--- config.mk ---
export PLATFORM = sky130hd
export DESIGN_NAME = elevator_shaft
export DESIGN_NICKNAME = d
export VERILOG_FILES = /design/src/rtl/elevator_shaft.sv
export SDC_FILE = /design/constraint.sdc
export NUM_CORES = 1
export LEC_CHECK = 0
export BUFFER_PORTS_ARGS = -buffer_cell sky130_fd_sc_hd__buf_4
export CORE_UTILIZATION = 64
export DETAILED_ROUTE_END_ITERATION = 7
export PLACE_DENSITY = 0.86
export SLEW_MARGIN = 0
export SYNTH_ARGS = -nofsm -noshare
export SYNTH_HDL_FRONTEND = slang
export SYNTH_SLANG_ARGS = --single-unit
--- constraint.sdc ---
create_clock -name clk -period 4.6 [get_ports clk]
set_clock_uncertainty 0.1 [all_clocks]
set_input_delay 0.69 -clock clk [delete_from_list [all_inputs] [get_ports clk]]
set_output_delay 0.69 -clock clk [all_outputs]
set_load 0.01 [all_outputs]
--- src/rtl/elevator_shaft.sv ---
// elevator_shaft: one cabin in a three-floor shaft with door and floor sensors.
// SHAFT_LEVEL_SENSOR_EN: floor sensors track cabin level instead of pulsing.
module elevator_shaft #(
  parameter int TRAVEL_TICKS = 8,
  parameter int DOOR_TICKS   = 3
) (
  input  logic       clk,
  input  logic       rst,
  input  logic [1:0] ac,
  input  logic       doorOpen,
  output logic       s1,
  output logic       s2,
  output logic       s3,
  output logic [4:0] pos,
  output logic [1:0] cur_floor,
  output logic       door_fb,
  output logic       fault
);

  localparam logic [4:0] MID = 5'(TRAVEL_TICKS);
  localparam logic [4:0] TOP = 5'(2 * TRAVEL_TICKS);
  localparam logic [3:0] DT  = 4'(DOOR_TICKS);

  typedef enum logic [2:0] {
    S_IDLE,
    S_UP,
    S_DOWN,
    S_OPENING,
    S_OPEN,
    S_CLOSING,
    S_FAULT
  } state_t;

  state_t     state;
  logic [3:0] cnt;
  logic [2:0] sens;

  logic [4:0] pos_inc;
  logic [4:0] pos_dec;
  logic [2:0] hit_inc;
  logic [2:0] hit_dec;
  logic [2:0] hit_now;
  logic       at_floor;
  logic       in_door;
  logic       bad;

  function automatic logic [2:0] hit(input logic [4:0] p);
    return {p == TOP, p == MID, p == 5'd0};
  endfunction

  function automatic logic [1:0] floor_of(input logic [2:0] h);
    logic [1:0] f;
    unique case (1'b1)
      h[2]:    f = 2'd3;
      h[1]:    f = 2'd2;
      default: f = 2'd1;
    endcase
    return f;
  endfunction

  assign s1 = sens[0];
  assign s2 = sens[1];
  assign s3 = sens[2];

  // Saturated neighbour positions, floor hits and illegal-command detection
  always_comb begin
    pos_inc  = (pos == TOP) ? pos : pos + 5'd1;
    pos_dec  = (pos == 5'd0) ? pos : pos - 5'd1;
    hit_inc  = hit(pos_inc);
    hit_dec  = hit(pos_dec);
    hit_now  = hit(pos);
    at_floor = |hit_now;
    in_door  = (state == S_OPENING) || (state == S_OPEN) ||
               (state == S_CLOSING);
    bad      = (ac == 2'b11) ||
               (in_door && ac != 2'b00) ||
               (!in_door && ac == 2'b10 && pos == TOP) ||
               (!in_door && ac == 2'b01 && pos == 5'd0);
  end

  // Cabin/door state machine with registered outputs
  always_ff @(posedge clk) begin
    if (rst) begin
      state     <= S_IDLE;
      pos       <= 5'd0;
      cur_floor <= 2'd1;
      door_fb   <= 1'b0;
      sens      <= 3'b000;
      fault     <= 1'b0;
      cnt       <= 4'd0;
    end else if (state == S_FAULT) begin
      sens <= 3'b000;
    end else if (bad) begin
      state   <= S_FAULT;
      fault   <= 1'b1;
      sens    <= 3'b000;
      door_fb <= 1'b0;
    end else begin
`ifdef SHAFT_LEVEL_SENSOR_EN
      sens <= hit_now;
`else
      sens <= 3'b000;
`endif
      unique case (state)
        S_IDLE: begin
          case (ac)
            2'b10: state <= S_UP;
            2'b01: state <= S_DOWN;
            default: begin
              if (doorOpen && at_floor) begin
                state <= S_OPENING;
                cnt   <= DT;
              end
            end
          endcase
        end
        S_UP, S_DOWN: begin
          case (ac)
            2'b10: begin
              state <= S_UP;
              pos   <= pos_inc;
              sens  <= hit_inc;
              if (|hit_inc) cur_floor <= floor_of(hit_inc);
            end
            2'b01: begin
              state <= S_DOWN;
              pos   <= pos_dec;
              sens  <= hit_dec;
              if (|hit_dec) cur_floor <= floor_of(hit_dec);
            end
            default: state <= S_IDLE;
          endcase
        end
        S_OPENING: begin
          if (!doorOpen) begin
            state <= S_CLOSING;
            cnt   <= DT;
          end else if (cnt <= 4'd1) begin
            state   <= S_OPEN;
            door_fb <= 1'b1;
            cnt     <= 4'd0;
          end else begin
            cnt <= cnt - 4'd1;
          end
        end
        S_OPEN: begin
          if (!doorOpen) begin
            state   <= S_CLOSING;
            door_fb <= 1'b0;
            cnt     <= DT;
          end
        end
        S_CLOSING: begin
          if (doorOpen) begin
            state <= S_OPENING;
            cnt   <= DT;
          end else if (cnt <= 4'd1) begin
            state <= S_IDLE;
            cnt   <= 4'd0;
          end else begin
            cnt <= cnt - 4'd1;
          end
        end
        default: ;
      endcase
    end
  end

endmodule

==> metrics.md <==
| Metric | Value |
|---|---|
| Routability cong. | `just under 0.9` |
| Vias/cell | `6.64` |
| Die Width | `54.1 um` |
| IO buf count | `16` |
| Distinct cells, synth | `64` |
| Post-synth top cells | `a21oi_1 (20), dfxtp_1 (19), inv_1 (14), nand2_1 (14), nor2_1 (14)` |
| Crit path capture type | `flop` |
| Critical path required time | `4.75 ns` |
| Min Hold Slack | `0.369 ns` |
| R2R setup slack | `1.66 ns` |
| Post-Syn Area | `about 1700 um2` |
| CTS Sinks | `19` |
| H-tree depth | `1` |
| Crit-path cells | `inv_1 > ha_1 > nor3b_1 > and4_1 > or3_1 > a21o_4 > or4_1 > a21oi_1` |
| HPWL after DPL | `~3100 um` |
| WP buf/inv | `1` |
| Synth Instances | `about 230` |
| Cts repair resizes | `0` |
| Unrepaired setup endpoints after global routing | `false` |
| Final WL | `4340 um` |
| Worst Path Arrival | `3.09 ns` |
| Post-synthesis net count | `244` |
| Synth async-reset ratio | `0` |
| Core area | `approximately 2500 um2` |
| Number of max-slew violations in the final report | `0` |
| Worst-skew pair later-pin latency | `0.31 ns` |
| Total number of vias | `around 1700` |
| Max_cap viols | `0` |
| # diodes | `0` |
| P per Cell Area | `417 nW/um2` |
| First-pass GRT wire length | `6870 um` |
| Clk buf depth | `2` |
| Slew HR | `0.444` |
| Post-CTS Hold Buffers | `0` |
| Clk Tree Root Cell | `clkbuf_4` |
| Die Ht | `roughly 54 um` |
| TritonCTS Buffers | `3` |
| Crit-path max FO | `10` |
| Register Area | `380 um2` |
| Fin. Hold Viols | `0` |
| Grt total ovfl | `0` |
| R2R cell count | `8` |
| PnR worst setup slack | `1.66 ns` |
| Avg Cell Area, Syn | `7.63 um2` |
| Crit. path cell count | `8` |
| Yosys top cell area share | `0.219` |
| Io pins | `17` |
| Post-synth EDFFs | `0` |
| Top FF cell, synth | `dfxtp_1` |
| Sequential-to-total area share from yosys stat | `0.219` |
| Seq cells post-synth | `19` |
| Crit share post-route | `0.640` |
| Initial antenna violation count | `0` |
| R2r endpoint | `cnt[3]` |
| Area Growth Syn to Fin | `6.91%` |
| Setup repair bufs after CTS | `0` |
| Peak supply drop | `0.375 mV` |
| Placed instance area | `1830 um2` |
| Worst hold-check path type | `flop to flop` |
| Routed Antenna Nets | `0` |
| Crit-path max cell delay | `about 0.53 ns` |
| Footprint of the multi-input gates | `about 1200 um2` |
| Largest net degree at the start of global routing | `26` |
| Initial Utilization | `0.689` |
| CP max-delay cell | `dfxtp_1` |
| Min cycle time layout | `2.94 ns` |
| CP endpoint | `cnt[3]` |
| Post-synth top area cell | `dfxtp_1` |
| Nets | `249` |
| Fill cells | `between 200 and 250` |
| Main area contributors after synthesis | `dfxtp_1 (22%), ha_1 (7.9%), a21oi_1 (5.8%)` |
| Post-route setup TNS | `0 ns` |
| Setup crit start | `pos[0]` |
| Routed len/inst | `about 17 um` |
| Die ar. | `between 2000 and 3000 um2` |
| Layout cells sized above 1 | `0.116` |
| Top Family by Delay on Critical Path | `simple AND/OR/NAND/NOR gates` |
| Vias in the first global route | `1533` |
| Fin area | `approximately 1900 um2` |
| CTS clk-pin slew, worst paths | `0.12 ns` |
| Fmax achieved | `approximately 340 MHz` |
| Total power | `0.775 mW` |
| Most common cell in the synthesized netlist | `a21oi_1` |
| Pre-CTS WS | `1.42 ns` |
| Starting DRC count in detailed routing | `66` |
| Reg2reg start | `pos[0]` |
| Total GRT Usage | `0.323` |
| Status | `complete, no violations` |
| Clock tree from TritonCTS | `built` |
| Ys Warns | `0` |
| Final setup viols | `0` |
| Critical Setup Path Class | `flop to flop` |
| Leakage power | `0.698 nW` |
| Worst Tran Pin Value | `around 0.83 ns` |
| Floorplan row count | `18` |
| Post-route DRC | `0` |
| Startpoint types | `flop` |
| Drt pass-1 iters | `6` |
-- cell families after synthesis --
group	count (synthesis)	synth area share
buffers and inverters	31	0.0698
AND/OR/NAND/NOR	83	0.276
multiplexers	8	0.0496
adder cells (fa/ha/maj)	11	0.0791
XOR/XNOR	7	0.0353
AO/OA/AOI/OAI	69	0.272
flip-flops	19	0.219
-- through the flow --
stage	std cells	utilization
2_1_floorplan	228	-
3_3_place_gp	258	0.726
3_5_place_dp	258	0.726
4_1_cts	262	0.737
5_1_grt	262	0.737
6_report	262	0.737
-- power breakdown --
group	switching, mW	total, mW	internal, mW
clock	0.0575	0.0900	0.0325
sequential	0.0793	0.271	0.192
combinational	0.224	0.414	0.190
total	0.361	0.775	0.414
-- layer usage --
metal,up-vias,GRT usage,wire length (um)
met2,69,0.543,2110
met5,-,0,0
met3,13,0.0395,234
met4,0,0.115,68
li1,848,-,-
met1,809,0.418,1930
-- area by class of cell --
cell class / instances / share of cell area
Multi-Input combinational cell: 178 / 0.666
Sequential cell: 19 / 0.205
Timing Repair Buffer: 16 / 0.0646
Inverter: 15 / 0.0303
Tap cell: 30 / 0.0202
Clock buffer: 3 / 0.0121
Clock inverter: 1 / 0.00269
-- cell usage in the layout (no fill, tap or decap), drive strengths merged, types with 10 or more instances in the layout --
master and count:
dfxtp 19, ha 11, nand2 14, a21oi 20
nor2 14, nand3 10, buf 16, o21ai 11
inv 15
-- worst min-delay path by stage --
stage / cells past startpoint / to / start
final: 2 / fault / fault
after global routing: 2 / fault / fault
after CTS: 2 / fault / fault
after detailed placement: 2 / fault / fault
after global placement: 2 / fault / fault
after floorplan: 2 / cnt[2] / cnt[2]
-- worst reg2reg max path, cell delays in order (launching register included) --
cell     delay [ns]
dfxtp_1        0.53
inv_1          0.13
ha_1           0.31
nor3b_1        0.22
and4_1         0.26
or3_1          0.46
a21o_4         0.27
or4_1          0.47
a21oi_1        0.13
-- state kept, by name (all words and copies together) (netlist names) --
signal,cells
state,3
fault,1
pos,5
door_fb,1
cur_floor,2
sens,3
cnt,4
(Power assumes the default switching activity.)
